===== src/rtl/openhw_flopen_pipe.sv =====
`default_nettype none
// ============================================================================
// Module   : openhw_flopen_pipe
// Brief    : DEPTH-stage valid/ready register pipeline with enabled stages,
//            bubble collapsing, synchronous flush and an occupancy count.
//            Define OPENHW_FLOPEN_PIPE_CLEAR_EN to reset/clear data registers.
// Revision : 1.0 - initial release
// ============================================================================
module openhw_flopen_pipe #(
    parameter int WIDTH = 8,
    parameter int DEPTH = 2
) (
    input  logic                       clk,
    input  logic                       reset_n,
    input  logic                       flush,
    input  logic                       in_valid,
    input  logic [WIDTH-1:0]           in_data,
    output logic                       in_ready,
    output logic                       out_valid,
    output logic [WIDTH-1:0]           out_data,
    input  logic                       out_ready,
    output logic [$clog2(DEPTH+1)-1:0] count
);

    localparam int CNT_W = $clog2(DEPTH+1);

    logic [DEPTH-1:0] valid_q;
    logic [DEPTH-1:0] valid_d;
    logic [DEPTH-1:0] stage_ready;
    logic [WIDTH-1:0] data_q [DEPTH];
    logic [WIDTH-1:0] data_d [DEPTH];
    logic [CNT_W-1:0] count_q;
    logic [CNT_W-1:0] count_d;
    logic             in_xfer;
    logic             out_xfer;

    // Unrolled ready chain: a stage can load if any stage from it to the
    // output is empty, or the output is draining this cycle.
    genvar gi;
    for (gi = 0; gi < DEPTH; gi++) begin : g_ready
        assign stage_ready[gi] = out_ready | ~(&valid_q[DEPTH-1:gi]);
    end

    assign in_ready  = stage_ready[0] & ~flush;
    assign out_valid = valid_q[DEPTH-1];
    assign out_data  = data_q[DEPTH-1];
    assign count     = count_q;
    assign in_xfer   = in_valid & in_ready;
    assign out_xfer  = out_valid & out_ready;

    always_comb begin
        valid_d = valid_q;
        for (int i = 0; i < DEPTH; i++) begin
            data_d[i] = data_q[i];
        end
        if (flush) begin
            valid_d = '0;
`ifdef OPENHW_FLOPEN_PIPE_CLEAR_EN
            for (int i = 0; i < DEPTH; i++) begin
                data_d[i] = '0;
            end
`endif
        end else begin
            if (stage_ready[0]) begin
                valid_d[0] = in_valid;
`ifdef OPENHW_FLOPEN_PIPE_CLEAR_EN
                data_d[0]  = in_valid ? in_data : '0;
`else
                data_d[0]  = in_data;
`endif
            end
            for (int i = 1; i < DEPTH; i++) begin
                if (stage_ready[i]) begin
                    valid_d[i] = valid_q[i-1];
                    data_d[i]  = data_q[i-1];
                end
            end
        end
    end

    always_comb begin
        count_d = count_q;
        if (flush) begin
            count_d = '0;
        end else if (in_xfer && !out_xfer) begin
            count_d = count_q + CNT_W'(1);
        end else if (!in_xfer && out_xfer) begin
            count_d = count_q - CNT_W'(1);
        end
    end

    always_ff @(posedge clk or negedge reset_n) begin
        if (!reset_n) begin
            valid_q <= '0;
            count_q <= '0;
        end else begin
            valid_q <= valid_d;
            count_q <= count_d;
        end
    end

`ifdef OPENHW_FLOPEN_PIPE_CLEAR_EN
    always_ff @(posedge clk or negedge reset_n) begin
        if (!reset_n) begin
            for (int i = 0; i < DEPTH; i++) begin
                data_q[i] <= '0;
            end
        end else begin
            data_q <= data_d;
        end
    end
`else
    // Payload carries no reset; validity alone qualifies it.
    always_ff @(posedge clk) begin
        data_q <= data_d;
    end
`endif

endmodule
`default_nettype wire


===== config.mk =====
export PLATFORM = sky130hd
export DESIGN_NAME = openhw_flopen_pipe
export DESIGN_NICKNAME = d
export VERILOG_FILES = /design/src/rtl/openhw_flopen_pipe.sv
export SDC_FILE = /design/constraint.sdc
export NUM_CORES = 1
export LEC_CHECK = 0
export ABC_AREA = 1
export ABC_CLOCK_PERIOD_IN_PS = 1300
export BUFFER_PORTS_ARGS = -buffer_cell sky130_fd_sc_hd__buf_4
export CAP_MARGIN = 25
export CORE_ASPECT_RATIO = 0.7
export CORE_MARGIN = 8
export CORE_UTILIZATION = 26
export DETAILED_ROUTE_END_ITERATION = 12
export HOLD_SLACK_MARGIN = 0.1
export SYNTH_ARGS = -nofsm -noshare
export SYNTH_HDL_FRONTEND = slang
export SYNTH_SLANG_ARGS = --single-unit

===== constraint.sdc =====
create_clock -name clk -period 1.3 [get_ports clk]
set_input_delay 0.13 -clock clk [delete_from_list [all_inputs] [get_ports clk]]
set_output_delay 0.13 -clock clk [all_outputs]
set_load 0.005 [all_outputs]

## Yosys cells after proc, flatten, opt, wreduce, memory -nomap -nowiden

Index checks and enable logic that the tools add are counted.

- Bits in registers: 20
- Latch bits: 0
- Bits in writable memories: 0
- Memory bits (read-only): 0
- Input port bits: 13
- Output and inout bits: 12
- Logic and storage cells: 31
- Memories kept: 0

- $add $sub $neg: 2
- Multiply operators: 0
- Div/mod/pow operators: 0
- Magnitude comparators: 0
- Eq/ne operators: 0
- Shift operators: 0
- Muxes and demuxes: 6
- Bitwise gates (word level): 8
- Reductions and logical operators: 10

Operator list:

| cell | number |
|---|---|
| 2-bit 2-to-1 mux | 4 |
| 2-bit AND reduction | 3 |
| 2-bit nonzero test | 2 |
| 1-bit AND | 3 |
| 1-bit inverter | 3 |
| 3-bit nonzero test | 1 |
| 2-bit by 1-bit adder with 2-bit output, second input constant | 1 |
| 1-bit logical AND | 2 |
| 1-bit logical NOT | 2 |
| 1-bit 2-to-1 mux | 2 |
| 1-bit bitwise OR | 2 |
| 2-bit by 1-bit subtractor with 2-bit output, second input constant | 1 |

## Logic depth before layout (Yosys ltp)

- Depth in word-level cells: 10
- Gate-level depth with buffers: 8
- Depth with buffers taken out: 8

## Worst setup path before layout

No wires, ideal clock.

- Kind: reg2reg
- From: register valid_q[1]
- To: register data_q[10] (netlist name) (enable)
- Setup time: 0.375 ns
- Arrival: 0.966 ns
- Required time: 0.925 ns
- Path slack: -0.041 ns
- Stages on the path, launching flop included: 4
- Buffers on the path: 0
- Clock period less this slack: 1.341 ns
- Cell sequence: dfrtp_1 nand2_1 nor2_1 nor2_1

- Longest elaborated chain between the ends: 4

Ends and longest elaborated chain:

| element | RTL line | text |
|---|---|---|
| start: declaration | 27 | `logic [DEPTH-1:0] valid_q;` |
| start signal: assignment | 97 | `valid_q <= valid_d;` |
| 2-bit AND reduction | 41 | `assign stage_ready[gi] = out_ready \| ~(&valid_q[DEPTH-1:gi]);` |
| 1-bit inverter | 41 |  |
| 1-bit bitwise OR | 41 |  |
| 2-bit AND reduction (no source line) | - |  |
| end signal: assignment | 115 | `data_q <= data_d;` |
| end: declaration | 30 | `logic [WIDTH-1:0] data_q [DEPTH];` |

No other way between the ends.
A chain may end at the register's enable or synchronous reset.

## Worst setup path after layout

- From: register valid_q[0]
- To: register data_q[15] (netlist name) (enable)

The elaborated chain is that of the path after synthesis.

==> impl_metrics.env <==
export IMPL_outcome="completed"
export IMPL_totalWireLength_mm=1.633
export IMPL_yosys_warnings=0
export IMPL_yosys_top_cells_area="edfxtp_1 (60%), dfrtp_1 (13%), buf_4 (7.6%), nand2_1 (5.7%), nor2_1 (2.8%)"
export IMPL_synthTopCellsByCount="edfxtp_1 (16), nand2_1 (12), buf_4 (8)"
export IMPL_row_count=16
export IMPL_syn_cell_area_um2=794.5
export IMPL_required_ps=1280
export IMPL_r2r_start="valid_q[0]"
export IMPL_drc=0
export IMPL_worstSetupPathType="flip-flop to flip-flop"
export IMPL_whs_ps=185.6
export IMPL_ys_flop_type="edfxtp_1"
export IMPL_drv_slew=0
export IMPL_p_leak_nw=0.5487
export IMPL_firstDrtPassIters=3
export IMPL_die_area_mm2=0.005109
export IMPL_antenna_found_initial=0
export IMPL_async_flop_share_pct=20.00
export IMPL_dpl_cell_area_um2=972.2
export IMPL_max_slew_margin_rel_pct=86.61
export IMPL_hold_path_class="primary input to flip-flop"
export IMPL_yosysTopAreaCell="edfxtp_1"
export IMPL_dp_cells=115
export IMPL_drive_gt1_share_pct=44.66
export IMPL_gp_congestion=0.7792
export IMPL_area_growth_pct=54.65
export IMPL_h_tree_depth=1
export IMPL_cts_tree="done"
export IMPL_num_antenna_cells=0
export IMPL_fp_dieW_um=82.07
export IMPL_synth_seq_cells=20
export IMPL_ant_nets=0
export IMPL_yosysTopAreaCellShare_pct=60.47
export IMPL_setup_viol=0
export IMPL_arrival_ps=1220
export IMPL_rsz0062_at_grt="yes"
export IMPL_hp_start="flush"
export IMPL_clock_sinks=20
export IMPL_synth_cells=62
export IMPL_port_buffers=24
export IMPL_dp_slack_ps=175.0
export IMPL_fin_ws_ps=55.68
export IMPL_p_total_mw=1.567
export IMPL_synthesis_nets=75
export IMPL_startpoint_type="flip-flop"
export IMPL_cap_violations=0
export IMPL_drt_iter0_markers=11
export IMPL_yosysMostFrequentCell="edfxtp_1"
export IMPL_max_freq_ghz=0.8037
export IMPL_crit_path_start="valid_q[0]"
export IMPL_endpoint_kind="flip-flop"
export IMPL_tightest_slew_ps=200.1
export IMPL_dieHeight_um=62.25
export IMPL_hold_violations=0
export IMPL_path_max_fanout=5
export IMPL_stdcell_count=139
export IMPL_finalCriticalPeriod_ps=1244
export IMPL_powerDensity_mw_per_mm2=1275
export IMPL_initial_core_util_pct=27.75
export IMPL_ios=25
export IMPL_core_area_mm2=0.002863
export IMPL_numCtsBuffers=3
export IMPL_final_setup_skew_ps=1.226
export IMPL_via_per_inst=3.957
export IMPL_grt_max_degree=13
export IMPL_grt_first_pass_wirelength_mm=2.470
export IMPL_clk_pin_slew_ps=70
export IMPL_cts_root_buf="clkbuf_8"
export IMPL_grt_overflow_total=0
export IMPL_num_vias=550
export IMPL_grt_use_total_pct=6.459
export IMPL_fin_setup_tns_ps=0
export IMPL_finalInstanceArea_mm2=0.001229
export IMPL_final_util_pct=42.92
export IMPL_clock_latency_ps=250
export IMPL_clk_path_buf_depth=2
export IMPL_fin_nets=117
export IMPL_synth_edf_count=16
export IMPL_grt_pass1_vias=539
export IMPL_place_hpwl_mm=1.142
export IMPL_avgSynthCellArea_um2=12.81
export IMPL_period_share_pct=95.72
export IMPL_yosysUniqueCellTypes=14
export IMPL_synth_seq_area_share_pct=73.07
export IMPL_wl_per_cell_um=11.75
export IMPL_vdd_drop_max_uv=833.2
## flip-flops by register name (all words and copies together), names as in the netlist
name	cells
out_data	8
count	2
valid_q	2
data_q	8
## worst paths after layout
check	end	slack, ps	cells after the start
max	data_q[15]	60	6
min reg2reg	out_data[4]	420	0
min	count[1]	190	4
min in group asynchronous	valid_q[0]	230	2
max in group asynchronous	count[1]	960	2
max reg2reg	data_q[15]	60	6
## cell families (layout without fill, tap and decap cells)
family          after synthesis  count (layout)  synth area share (%)
buf+inv                      15              56                 11.02
flops                        20              20                 73.07
simple gates                 21              21                 11.50
compound gates                6               6                 4.410
## layout by cell type, fill, tap and decap left out
| master | synthesis | final |
|---|---|---|
| nor2_2 | 0 | 2 |
| nand4_1 | 1 | 1 |
| nor2_1 | 6 | 4 |
| inv_1 | 4 | 4 |
| clkbuf_8 | 0 | 3 |
| inv_2 | 2 | 2 |
| a31oi_1 | 1 | 1 |
| bufinv_16 | 0 | 1 |
| nand2_1 | 12 | 12 |
| o21ai_2 | 1 | 1 |
| a21oi_1 | 4 | 4 |
| dfrtp_1 | 4 | 4 |
| nand4_2 | 1 | 1 |
| buf_6 | 0 | 2 |
| dlygate4sd3_1 | 0 | 10 |
| edfxtp_1 | 16 | 16 |
| nand3_1 | 1 | 1 |
| buf_4 | 8 | 34 |
## worst max-delay path, cell delays in order (launching register included)
cell and delay (ps):
dfrtp_1 390, nand2_1 80, nor2_2 50, nor2_2 110
buf_6 130, buf_4 120, buf_4 110
## report_power, final
| part | internal [mW] | total (mW) | switching [mW] |
|---|---|---|---|
| clock network | 0.410 | 0.598 | 0.187 |
| registers | 0.740 | 0.761 | 0.0209 |
| logic | 0.121 | 0.208 | 0.0869 |
| total | 1.27 | 1.57 | 0.295 |
## layer usage
layer,share of wire (%),GRT usage [%],up-vias
met5,0,0,-
met4,1.7,3.275,0
met3,7.4,3.305,2
met2,54,10.42,14
met1,37,6.633,251
li1,-,-,283
## layout make-up
| type | instances | area, µm² |
|---|---|---|
| tap | 36 | 45.04 |
| clock buffer | 3 | 41.29 |
| inverter | 6 | 22.52 |
| timing repair buffer | 46 | 377.9 |
| fill | 277 | 1634 |
| clock inverter | 1 | 30.03 |
| multi-input combinational | 27 | 131.4 |
| sequential | 20 | 580.6 |
## timing repair
item | 4_1_cts | 5_1_grt
hold endpoints to repair | 14 | 0
endpoints found under the setup margin | 1 | 1
hold buffers | 10 | 0
buffers inserted | 1 | 9
gates resized for setup | 1 | 2
pin swaps | 0 | 3
No activity file was read; power rests on OpenSTA's default activity.
